===== src/rtl/wave_playback_ctrl_pkg.sv =====
// wave_ctrl_pkg: waveform table shared by the playback sequencer and the other
// generators that read the same sample ROM, plus the sequencer state encoding.
//   WAVE_BASE / WAVE_LEN : first ROM word and word count of each waveform
//   state_t              : playback FSM states
//   table_fits()         : true when every table entry lies inside the ROM
package wave_ctrl_pkg;

  localparam int unsigned TABLE_WAVES = 4;

  // 0 sine, 1 square, 2 triangle, 3 decay
  localparam int unsigned WAVE_BASE [TABLE_WAVES] = '{0, 256, 512, 768};
  localparam int unsigned WAVE_LEN  [TABLE_WAVES] = '{256, 2, 256, 3};

  typedef enum logic [1:0] {
    ST_IDLE  = 2'd0,
    ST_RUN   = 2'd1,
    ST_DRAIN = 2'd2
  } state_t;

  function automatic bit table_fits(input int unsigned addr_w);
    for (int unsigned i = 0; i < TABLE_WAVES; i++) begin
      if (WAVE_LEN[i] == 0) return 1'b0;
      if (WAVE_BASE[i] + WAVE_LEN[i] > (32'd1 << addr_w)) return 1'b0;
    end
    return 1'b1;
  endfunction

endpackage


===== src/rtl/wave_playback_ctrl_if.sv =====
// ROM read bus between the playback sequencer and the waveform sample ROM.
//   rom_en   : read enable (master -> ROM)
//   rom_addr : read address (master -> ROM)
//   rom_data : read word, valid one clock after rom_en (ROM -> master)
interface wave_playback_ctrl_if #(
  parameter int unsigned ADDR_W = 10,
  parameter int unsigned DATA_W = 16
) ();
  logic              rom_en;
  logic [ADDR_W-1:0] rom_addr;
  logic [DATA_W-1:0] rom_data;

  modport master (output rom_en, output rom_addr, input  rom_data);
  modport slave  (input  rom_en, input  rom_addr, output rom_data);
endinterface


===== src/rtl/wave_playback_ctrl_rate_prescaler.sv =====
// rate_prescaler: programmable tick generator.
//   clk, rst  : clock, synchronous active-high reset
//   load      : latch load_val as the terminal count and restart at 0
//   en        : count enable
//   load_val  : terminal count; tick period = load_val+1 clocks
//   tick      : high while enabled and the count is 0
module rate_prescaler #(
  parameter int unsigned DIV_W = 16
) (
  input  logic             clk,
  input  logic             rst,
  input  logic             load,
  input  logic             en,
  input  logic [DIV_W-1:0] load_val,
  output logic             tick
);
  logic [DIV_W-1:0] limit;
  logic [DIV_W-1:0] cnt;

  always_ff @(posedge clk) begin
    if (rst) begin
      limit <= '0;
      cnt   <= '0;
    end else if (load) begin
      limit <= load_val;
      cnt   <= '0;
    end else if (en) begin
      cnt <= (cnt == limit) ? '0 : cnt + 1'b1;
    end
  end

  always_comb tick = en && (cnt == '0);
endmodule


===== src/rtl/wave_playback_ctrl.sv =====
// wave_playback_ctrl: walks one waveform of the sample ROM at a programmable
// rate and emits the upper byte of each word as a sample strobe.
//   clk, rst     : clock, synchronous active-high reset
//   start, stop  : begin playback (IDLE only) / abort (dominates start)
//   wave_sel     : waveform index, latched at start
//   loop_mode    : 1 = repeat until stop, 0 = one-shot; latched at start
//   rate_div     : sample period = rate_div+1 clocks; latched at start
//   rom          : ROM read bus (rom_en, rom_addr out; rom_data in)
//   sample_out   : last emitted sample, held between strobes
//   sample_valid : 1-clock strobe per new sample
//   busy         : high whenever not IDLE
//   done         : 1-clock pulse with the last one-shot sample
module wave_playback_ctrl
  import wave_ctrl_pkg::*;
#(
  parameter int unsigned ADDR_W    = 10,
  parameter int unsigned DATA_W    = 16,
  parameter int unsigned OUT_W     = 8,
  parameter int unsigned NUM_WAVES = 4,
  parameter int unsigned DIV_W     = 16
) (
  input  logic                         clk,
  input  logic                         rst,
  input  logic                         start,
  input  logic                         stop,
  input  logic [$clog2(NUM_WAVES)-1:0] wave_sel,
  input  logic                         loop_mode,
  input  logic [DIV_W-1:0]             rate_div,
  wave_playback_ctrl_if.master         rom,
  output logic [OUT_W-1:0]             sample_out,
  output logic                         sample_valid,
  output logic                         busy,
  output logic                         done
);

  if (!table_fits(ADDR_W) || NUM_WAVES > TABLE_WAVES) begin : g_table_check
    $error("wave table does not fit the ROM address range");
  end

  state_t            state;
  logic [ADDR_W-1:0] addr;
  logic [ADDR_W-1:0] base_l;
  logic [ADDR_W-1:0] last_l;
  logic              loop_l;
  logic              rd_pend;   // rom_data holds the word requested last clock
  logic              tick;
  logic              abort;
  logic              launch;
  logic [ADDR_W-1:0] base_sel;
  logic [ADDR_W-1:0] last_sel;

  always_comb begin
    base_sel = ADDR_W'(WAVE_BASE[wave_sel]);
    last_sel = ADDR_W'(WAVE_BASE[wave_sel] + WAVE_LEN[wave_sel] - 1);
    abort    = stop && (state != ST_IDLE);
    launch   = (state == ST_IDLE) && start && !stop;
  end

  rate_prescaler #(.DIV_W(DIV_W)) u_prescaler (
    .clk      (clk),
    .rst      (rst),
    .load     (launch),
    .en       (state == ST_RUN),
    .load_val (rate_div),
    .tick     (tick)
  );

  always_ff @(posedge clk) begin
    if (rst) begin
      state        <= ST_IDLE;
      addr         <= '0;
      base_l       <= '0;
      last_l       <= '0;
      loop_l       <= 1'b0;
      rd_pend      <= 1'b0;
      rom.rom_en   <= 1'b0;
      rom.rom_addr <= '0;
      sample_out   <= '0;
      sample_valid <= 1'b0;
      busy         <= 1'b0;
      done         <= 1'b0;
    end else begin
      rom.rom_en   <= 1'b0;
      sample_valid <= 1'b0;
      done         <= 1'b0;
      // A stop discards both the read issued last clock and the word now on rom_data.
      rd_pend      <= rom.rom_en && !abort;
      if (rd_pend && !abort) begin
        sample_out   <= rom.rom_data[DATA_W-1 -: OUT_W];
        sample_valid <= 1'b1;
      end

      case (state)
        ST_IDLE: begin
          if (launch) begin
            state  <= ST_RUN;
            busy   <= 1'b1;
            addr   <= base_sel;
            base_l <= base_sel;
            last_l <= last_sel;
            loop_l <= loop_mode;
          end
        end
        ST_RUN: begin
          if (stop) begin
            state <= ST_IDLE;
            busy  <= 1'b0;
          end else if (tick) begin
            rom.rom_en   <= 1'b1;
            rom.rom_addr <= addr;
            if (addr == last_l) begin
              if (loop_l) addr  <= base_l;
              else        state <= ST_DRAIN;
            end else begin
              addr <= addr + 1'b1;
            end
          end
        end
        ST_DRAIN: begin
          // The final read is the only one left once rom_en has dropped, so the
          // word arriving then is the last sample; busy drops one clock later.
          if (stop || done) begin
            state <= ST_IDLE;
            busy  <= 1'b0;
          end else if (rd_pend && !rom.rom_en) begin
            done <= 1'b1;
          end
        end
        default: begin
          state <= ST_IDLE;
          busy  <= 1'b0;
        end
      endcase
    end
  end

endmodule


===== src/flat_wrapper.sv =====
// flat-port wrapper written by rule: the top's interface ports become plain ports
module wave_playback_ctrl_flat import wave_ctrl_pkg::*;
#(
  parameter int unsigned ADDR_W    = 10,
  parameter int unsigned DATA_W    = 16,
  parameter int unsigned OUT_W     = 8,
  parameter int unsigned NUM_WAVES = 4,
  parameter int unsigned DIV_W     = 16
)
  (clk, rst, start, stop, wave_sel, loop_mode, rate_div, sample_out, sample_valid, busy, done, rom_rom_en, rom_rom_addr, rom_rom_data);
  wave_playback_ctrl_if #(.ADDR_W(ADDR_W), .DATA_W(DATA_W)) rom_i ();
  input  logic clk;
  input  logic rst;
  input  logic start;
  input  logic stop;
  input  logic [$clog2(NUM_WAVES)-1:0] wave_sel;
  input  logic loop_mode;
  input  logic [DIV_W-1:0] rate_div;
  output logic [OUT_W-1:0] sample_out;
  output logic sample_valid;
  output logic busy;
  output logic done;
  output wire logic [$bits(rom_i.rom_en)-1:0] rom_rom_en;
  output wire logic [$bits(rom_i.rom_addr)-1:0] rom_rom_addr;
  input wire logic [$bits(rom_i.rom_data)-1:0] rom_rom_data;
  assign rom_rom_en = rom_i.rom_en;
  assign rom_rom_addr = rom_i.rom_addr;
  assign rom_i.rom_data = rom_rom_data;
  wave_playback_ctrl #(.ADDR_W(ADDR_W), .DATA_W(DATA_W), .OUT_W(OUT_W), .NUM_WAVES(NUM_WAVES), .DIV_W(DIV_W)) u_core (.clk(clk), .rst(rst), .start(start), .stop(stop), .wave_sel(wave_sel), .loop_mode(loop_mode), .rate_div(rate_div), .rom(rom_i), .sample_out(sample_out), .sample_valid(sample_valid), .busy(busy), .done(done));
endmodule

===== config.mk =====
export PLATFORM = sky130hd
export DESIGN_NAME = wave_playback_ctrl_flat
export DESIGN_NICKNAME = d
export VERILOG_FILES = /design/src/rtl/wave_playback_ctrl_pkg.sv /design/src/rtl/wave_playback_ctrl_if.sv /design/src/rtl/wave_playback_ctrl_rate_prescaler.sv /design/src/rtl/wave_playback_ctrl.sv /design/src/flat_wrapper.sv
export SDC_FILE = /design/constraint.sdc
export NUM_CORES = 1
export LEC_CHECK = 0
export CAP_MARGIN = 30
export CORE_MARGIN = 2
export CORE_UTILIZATION = 45
export CTS_CLUSTER_DIAMETER = 100
export CTS_CLUSTER_SIZE = 25
export DETAILED_ROUTE_END_ITERATION = 12
export PLACE_DENSITY = 0.69
export SYNTH_ARGS = -nofsm -noshare
export SYNTH_HDL_FRONTEND = slang
export SYNTH_SLANG_ARGS = --single-unit

===== constraint.sdc =====
create_clock -name clk -period 2.8 [get_ports clk]
set_input_delay 0.56 -clock clk [delete_from_list [all_inputs] [get_ports clk]]
set_output_delay 0.56 -clock clk [all_outputs]
set_load 0.05 [all_outputs]

==> results of run 1 <==
==> kinds of logic (layout without fill, tap and decap cells) <==
group,count (synthesis),count (layout),share of synthesized area [%]
flops,75,75,42.3
xor+xnor,38,38,9.38
simple gates,168,168,23.9
buf+inv,43,85,5.53
fa+ha+maj,5,5,1.76
mux,18,18,5.08
compound gates,60,60,12.1
==> per-stage QoR <==
stage               setup slack, ps  hold WS [ps]  std cells  utilization [%]
floorplan                       886           437        407                -
global placement                435           440        535             53.4
detailed placement              414           430        535             53.4
CTS                             445           444        551             56.1
global route                    321           463        551             56.1
finish                          443           442        551             56.1
==> cell usage after synthesis, drive strengths merged, types with 2 or more instances <==
cell     instances
nor3b            4
o21ai            7
a211oi           2
buf             11
mux2i           18
nand4           12
and3             2
a31oi            4
ha               5
inv              8
a22oi            2
nor4            10
nand4b           2
dfxtp           75
nand2           54
nor3            13
nor2b            2
a21oi           27
o2111ai          3
nand2b           3
nand3           14
o21a             2
nor2            42
a211o            2
nor4b            2
or3              2
xor2            26
or2              3
o31ai            2
or4b             2
clkbuf          24
xnor2           12
==> worst max-delay path: cells and delay by family (launching register included) <==
family          cells  cell delay (ps)
compound gates      3             1150
flops               1              560
simple gates        2              520
==> worst paths after layout <==
path                                   startpoint              to  depth (start not counted)
worst max-delay path               u_core.addr[5]  u_core.addr[8]                          5
worst min register to register  u_core.rom.rom_en     u_core.done                          1
worst max register to register     u_core.addr[5]  u_core.addr[8]                          5
worst min-delay path            u_core.rom.rom_en     u_core.done                          1
==> registers in the layout, indices dropped and copies added, names as in the netlist <==
name,cells
u_core.u_prescaler.cnt,16
u_core.u_prescaler.limit,16
u_core.addr,10
u_core.rom.rom_addr,10
u_core.sample_out,8
u_core.last_l,5
u_core.base_l,2
u_core.state,2
u_core.busy,1
u_core.done,1
u_core.loop_l,1
u_core.rd_pend,1
u_core.rom.rom_en,1
u_core.sample_valid,1
==> per-layer routing <==
layer / share of wire (%) / wire length, um / vias up
li1: - / - / 1475
met1: 48 / 3740 / 1357
met2: 45 / 3520 / 76
met3: 6.0 / 472 / 9
met4: 1.6 / 123 / 0
met5: 0 / 0 / -
==> layout make-up <==
cell class	count	area [sq um]
fillers	721	3380
multi-input cells	289	1860
flip-flops and latches	75	1500
repair buffers	61	583
clock buffers	11	131
well taps	102	128
clock inverters	5	77.6
inverters	8	30.0
==> power by group through the flow <==
stage               clock [mW]  combinational, mW  sequential, mW
global route             0.951              0.304            1.12
floorplan                    0              0.185            1.15
global placement             0              0.272            1.15
CTS                      0.909              0.278            1.12
detailed placement           0              0.276            1.15
finish                   0.891              0.277            1.12
==> out/qor.yml, run 1 <==
setup_path:
  worstPathCellList: "nand4_2 > o2bb2a_4 > o311ai_2 > nor3b_1 > a211oi_2"
  reg2reg_slack_ps: 440
  crit_arrival_ps: 2580
  path_max_fanout: 12
  worstSetupPathType: "flop to flop"
  cp_slowest_cell: "o311ai_2"
  critPathLaunchType: "flop"
  cp.required_ps: 3020
  cp_slowest_stage_delay_ps: 800
  end_kind: "flop"
floorplan:
  fp.dieH_um: 92.8
  fp.dieW_um: 92.8
  start_util_pct: 46.2
  rows: 32
  die-area_sq_um: 8610
  ios: 61
  core_area_sq_um: 7690
global_routing:
  use_met2_pct: 29.5
  grt_pass1_vias: 2858
  grt_use_met3_pct: 3.99
  grt_start_max_net_pins: 38
  grt_pass1_wl_mm: 13.3
  gr-total-overflow: 0
  met1_usage_pct: 26.1
  top_usage_layer: "met2"
  grt_usage_pct: 19.3
  antenna_found_initial: 0
logic_synthesis:
  ys_seq_area_share_pct: 42.3
  synth_area_leader_cell: "dfxtp_1"
  yosys_warnings: 0
  syn-num-nets: 451
  ys.flop_type: "dfxtp_1"
  synth_edf_count: 0
  ys_ff_latch: 75
  synthTopCellsByArea: "dfxtp_1 (42%), xor2_1 (6.4%), nand2_1 (5.7%)"
  synth.avg_cell_area_sq_um: 8.72
  ys_types: 52
  synthCells: 407
  netlist_area_sq_um: 3550
  netlist.area_leader.share_pct: 42.3
  synthArstFlopShare_pct: 0
min_path:
  holdCritPathClass: "flop to flop"
place:
  dp_hpwl_mm: 5.55
  portBuffers: 52
  gp_congestion: 0.830
  dpl_cell_area_sq_um: 4100
clock_network:
  clk_path_buf_depth: 2
  post-cts-setup-buffers: 0
  cts_num_sinks: 75
  ctsResizeCount: 0
  path_clk_slew_ps: 80
  hold_buffers: 0
  cts_buffers: 9
  cts_root_buf: "clkbuf_8"
  cts_tree: "built"
  clk_latency_ps: 340
  htreeDepth: 3
drt:
  routed_wl_mm: 7.86
  drt_first_pass_iters: 4
  drtIter0Drc: 163
  ant_nets: 0
  vias_per_cell: 5.29
  vias: 2917
  wl_per_cell_um: 14.3
  drc_errors: 0
sta:
  fin_crit_ps: 2360
  setup_tns_ps: 0
  relSlewSlack_pct: 37.6
  hold_viol: 0
  tightest_slew_ps: 935
  rsz0062_at_grt: "no"
  fin_crit_sh_pct: 84.2
  setup_viol: 0
  fmax_mhz: 424
  skew_ps: 9.30
  slew_viol_final: 0
power_and_ir_drop:
  p_int_mw: 1.71
  powerDensity_nw_per_um2: 531
  leakagePower_nw: 1.61
  pwr-share-clk_pct: 38.9
  netSwitchingPower_mw: 0.574
  seq_power_share_pct: 49.0
  p_sw_share_pct: 25.1
  ir_drop_uv: 286
  p_total_mw: 2.29
  pwr-share-comb_pct: 12.1
layout:
  area_growth_pct: 21.5
  drive_gt1_share_pct: 8.46
  antennaDiodeCount: 0
  finalNetCount: 488
  final_cell_mix: "dfxtp_1 (75), nand2_1 (54), clkdlybuf4s50_1 (51)"
  layout_commonest_cell: "dfxtp_1"
  final_area_sq_um: 4310
run_status:
  status: "completed"
job:
  max-cap-violations: 0
(Power assumes the default switching activity.)
==> inputs of run 2 (changes only) <==
clock period = 2.3 ns   (was 2.8 ns; I/O delays follow)
==> out/qor.yml, run 2 (synthesized netlist as in run 1, its figures left out) <==
run_status:
  status: "completed"
global_routing:
  grt_use_met3_pct: 5.13  # +1.1 points
  grt_usage_pct: 19.6  # +0.32 points
  use_met2_pct: 29.8  # +0.30 points
  antenna_found_initial: 0  # unchanged
  grt_pass1_vias: 2859  # +0.035%
  met1_usage_pct: 27.2  # +1.0 points
  grt_pass1_wl_mm: 13.5  # +2.0%
  grt_start_max_net_pins: 34  # -11%
  top_usage_layer: "met2"
  gr-total-overflow: 0  # unchanged
setup_path:
  cp_slowest_stage_delay_ps: 610  # -190 ps
  cp.required_ps: 2510  # -510 ps
  critPathLaunchType: "flop"
  worstSetupPathType: "flop to flop"
  worstPathCellList: "xor2_1 > nor4_1 > nand4_1 > o31ai_4 > nor2_1"
  crit_arrival_ps: 2270  # -310 ps
  end_kind: "flop"
  path_max_fanout: 16  # +4
  cp_slowest_cell: "o31ai_4"
floorplan:
  start_util_pct: 46.2  # unchanged
  ios: 61  # unchanged
  fp.dieW_um: 92.8  # unchanged
  die-area_sq_um: 8610  # unchanged
  core_area_sq_um: 7690  # unchanged
  fp.dieH_um: 92.8  # unchanged
  rows: 32  # unchanged
layout:
  finalNetCount: 496  # +1.6%
  area_growth_pct: 23.8
  reg_top3: "u_core.u_prescaler.cnt (16), u_core.u_prescaler.limit (16)"
  drive_gt1_share_pct: 10.1  # +1.6 points
  final_cell_mix: "dfxtp_1 (75), nand2_1 (54), clkdlybuf4s50_1 (51)"
  postLayoutCoreUtil_pct: 57.1  # +1.1 points
  fin_cells: 558  # +1.3%
  antennaDiodeCount: 0  # unchanged
  final_area_sq_um: 4390  # +1.9%
  layout_commonest_cell: "dfxtp_1"
drt:
  vias: 2962  # +1.5%
  ant_nets: 0  # unchanged
  routed_wl_mm: 7.86  # about the same
  vias_per_cell: 5.31  # +0.27%
  drt_first_pass_iters: 4  # unchanged
  drtIter0Drc: 180  # +10%
  wl_per_cell_um: 14.1  # -1.2%
  drc_errors: 0  # unchanged
clock_network:
  path_clk_slew_ps: 80  # about the same
  hold_buffers: 0  # unchanged
  cts_tree: "built"
  clk_path_buf_depth: 2  # unchanged
  post-cts-setup-buffers: 0  # unchanged
  cts_num_sinks: 75  # unchanged
  clk_latency_ps: 350  # about the same
  cts_root_buf: "clkbuf_8"
  cts_buffers: 9  # unchanged
  ctsResizeCount: 0  # unchanged
  htreeDepth: 3  # unchanged
sta:
  fin_crit_ps: 2060  # -302 ps
  hold_viol: 0  # unchanged
  rsz0062_at_grt: "no"
  fmax_mhz: 486  # +15%
  skew_ps: 7.47  # -1.83 ps
  fin_ws_ps: 244  # -198 ps
  slew_viol_final: 0  # unchanged
  setup_tns_ps: 0  # unchanged
  tightest_slew_ps: 685  # -249 ps
  fin_crit_sh_pct: 89.4  # +5.2 points
  relSlewSlack_pct: 54.3  # +17 points
  whs_ps: 465  # +23.1 ps
  setup_viol: 0  # unchanged
place:
  portBuffers: 52  # unchanged
  dp_worst_setup_slack_ps: 49.6  # -364 ps
  place_inst: 543  # +1.5%
  dp_hpwl_mm: 5.51  # -0.73%
  dpl_cell_area_sq_um: 4200  # +2.4%
  gp_congestion: 0.833  # +0.39%
job:
  max-cap-violations: 0  # unchanged
power_and_ir_drop:
  leakagePower_nw: 1.65  # +2.5%
  ir_drop_uv: 317  # +11%
  powerDensity_nw_per_um2: 613  # +15%
  p_total_mw: 2.69  # +18%
min_path:
  holdCritPathClass: "flop to flop"
run 2: cell count changes in the layout (fill, tap and decap cells not counted):
cell	delta
o311ai_4	+1
buf_12	+3
clkbuf_1	-1
buf_4	+5
o311ai_2	-1
bufinv_16	-1
clkinvlp_4	+1
run 2: worst max-delay path, delay by kind of cell, from the launching register on:
family,cells,cell delay [ps]
AOI/OAI and AO/OA,1,610
and+or+nand+nor,3,660
xor gates and xnor gates,1,120
DFF,1,530
run 2: area by class of cell:
cell class                 instances  area [sq um]
multi-input combinational        289          1870
sequential                        75          1500
clock buffer                      10           128
fill                             685          3290
tap                              102           128
timing repair buffer              69           681
inverter                           8          30.0
clock inverter                     5          55.1
run 2: path summary, 6_finish.rpt:
| path | from | end | slack, ps | depth (start not counted) |
|---|---|---|---|---|
| max | u_core.u_prescaler.cnt[6] | u_core.u_prescaler.cnt[14] | 240 | 5 |
| min | u_core.base_l[9] | u_core.base_l[9] | 470 | 2 |
| max reg2reg | u_core.u_prescaler.cnt[6] | u_core.u_prescaler.cnt[14] | 240 | 5 |
| min reg2reg | u_core.base_l[9] | u_core.base_l[9] | 470 | 2 |
run 2: metal layers:
layer / wire length (um) / up-vias
li1: - / 1491
met1: 3840 / 1384
met2: 3470 / 81
met3: 476 / 6
met4: 71 / 0
met5: 0 / -
run 2: report_power, final:
part	leakage, nW	total, mW	switching (mW)	internal [mW]
combinational	0.950	0.359	0.198	0.161
sequential	0.608	1.36	0.0297	1.33
clock	0.0881	0.971	0.480	0.492
total	1.65	2.69	0.707	1.98
==> inputs of run 3 (changes only) <==
MAX_ROUTING_LAYER = met4   (was default)
==> out/qor.yml, run 3 (synthesized netlist as in run 1, its figures left out) <==
layout:
  area_growth_pct: 23.8  # unchanged
  finalNetCount: 496  # unchanged
  final_cell_mix: "dfxtp_1 (75), nand2_1 (54), clkdlybuf4s50_1 (51)"
  drive_gt1_share_pct: 10.1  # unchanged
  reg_top3: "u_core.u_prescaler.cnt (16), u_core.u_prescaler.limit (16)"
  layout_commonest_cell: "dfxtp_1"
  antennaDiodeCount: 0  # unchanged
global_routing:
  antenna_found_initial: 0  # unchanged
  grt_pass1_vias: 2858  # -0.035%
  gr-total-overflow: 0  # unchanged
  grt_usage_pct: 20.2  # +0.56 points
  grt_start_max_net_pins: 34  # unchanged
  grt_pass1_wl_mm: 13.5  # unchanged
sta:
  skew_ps: 7.27  # -0.200 ps
  hold_viol: 0  # unchanged
  setup_viol: 0  # unchanged
  fin_crit_sh_pct: 89.8  # +0.39 points
  relSlewSlack_pct: 55.9  # +1.6 points
  fin_crit_ps: 2060  # +9.08 ps
  fmax_mhz: 484  # -0.44%
  tightest_slew_ps: 662  # -23.4 ps
  rsz0062_at_grt: "no"
  slew_viol_final: 0  # unchanged
  setup_tns_ps: 0  # unchanged
  fin_ws_ps: 235  # -9.08 ps
run_status:
  status: "completed"
setup_path:
  crit_arrival_ps: 2280  # about the same
  critPathLaunchType: "flop"
  end_kind: "flop"
  worstSetupPathType: "flop to flop"
  cp.required_ps: 2510  # about the same
  path_max_fanout: 16  # unchanged
place:
  portBuffers: 52  # unchanged
  gp_congestion: 0.846  # +1.5%
  dp_worst_setup_slack_ps: 49.6  # unchanged
  dp_hpwl_mm: 5.51  # unchanged
job:
  max-cap-violations: 0  # unchanged
floorplan:
  fp.dieW_um: 92.8  # unchanged
  rows: 32  # unchanged
  ios: 61  # unchanged
  die-area_sq_um: 8610  # unchanged
  fp.dieH_um: 92.8  # unchanged
  start_util_pct: 46.2  # unchanged
  core_area_sq_um: 7690  # unchanged
drt:
  wl_per_cell_um: 14.2  # +0.85%
  ant_nets: 0  # unchanged
  drt_first_pass_iters: 4  # unchanged
  routed_wl_mm: 7.93  # +0.85%
  vias: 2986  # +0.81%
  drtIter0Drc: 159  # -12%
  drc_errors: 0  # unchanged
  vias_per_cell: 5.35  # +0.81%
clock_network:
  cts_tree: "built"
  hold_buffers: 0  # unchanged
  cts_root_buf: "clkbuf_8"
  clk_path_buf_depth: 2  # unchanged
  htreeDepth: 3  # unchanged
  cts_num_sinks: 75  # unchanged
  cts_buffers: 9  # unchanged
  post-cts-setup-buffers: 0  # unchanged
  path_clk_slew_ps: 80  # about the same
  clk_latency_ps: 350  # about the same
min_path:
  holdCritPathClass: "flop to flop"
power_and_ir_drop:
  ir_drop_uv: 318  # +0.15%
  p_total_mw: 2.70  # +0.18%
  powerDensity_nw_per_um2: 614  # +0.18%
  leakagePower_nw: 1.65  # unchanged
## run 3: cell counts in the layout (fill, tap and decap cells not counted)
No cell type changed its count.
## run 3: repair_timing
action                     4_1_cts  5_1_grt
setup endpoints to repair        0        3
resized for setup                0        1
hold endpoints to repair         0        0
## run 3: final cells by class
cell class | count | area (sq um)
clock buffer | 10 | 128
tap | 102 | 128
timing repair buffer | 69 | 681
clock inverter | 5 | 55.1
fill | 685 | 3290
multi-input combinational | 289 | 1870
inverter | 8 | 30.0
sequential | 75 | 1500
## run 3: final timing paths
check	start	to	slack, ps	cells past startpoint
setup / recovery	u_core.u_prescaler.cnt[6]	u_core.u_prescaler.cnt[3]	240	5
hold / removal	u_core.base_l[9]	u_core.base_l[9]	470	2
setup reg to reg	u_core.u_prescaler.cnt[6]	u_core.u_prescaler.cnt[3]	240	5
hold reg to reg	u_core.base_l[9]	u_core.base_l[9]	470	2
## run 3: routing by layer
metal  vias up  GRT usage [%]  wire length [um]  part of all wire, %
met3        14           3.66               381                  4.8
met5         -              -                 0                    0
met2        87           29.6              3470                   44
li1       1491              -                 -                    -
met4         0           7.97               162                  2.0
met1      1394           27.6              3910                   49
## run 3: per-stage QoR
step	cells	utilization [%]	hold slack, ps	area, sq um
4_1_cts	558	57.0	466	4380
3_5_place_dp	543	54.6	455	4200
6_report	558	57.1	466	4390
5_1_grt	558	57.1	492	4390
3_3_place_gp	543	54.6	439	4200
2_1_floorplan	407	-	437	3550
## run 3: power by group
| group | leakage, nW | switching (mW) | total (mW) | internal, mW |
|---|---|---|---|---|
| registers | 0.608 | 0.0296 | 1.36 | 1.33 |
| clock network | 0.0881 | 0.483 | 0.975 | 0.492 |
| logic | 0.950 | 0.199 | 0.360 | 0.161 |
| total | 1.65 | 0.712 | 2.70 | 1.98 |
## run 3: critical path, cell delays in order (launching register included)
cell	delay, ps
dfxtp_1	550
xor2_1	130
nor4_1	330
nand4_1	210
o31ai_4	590
nor2_1	110
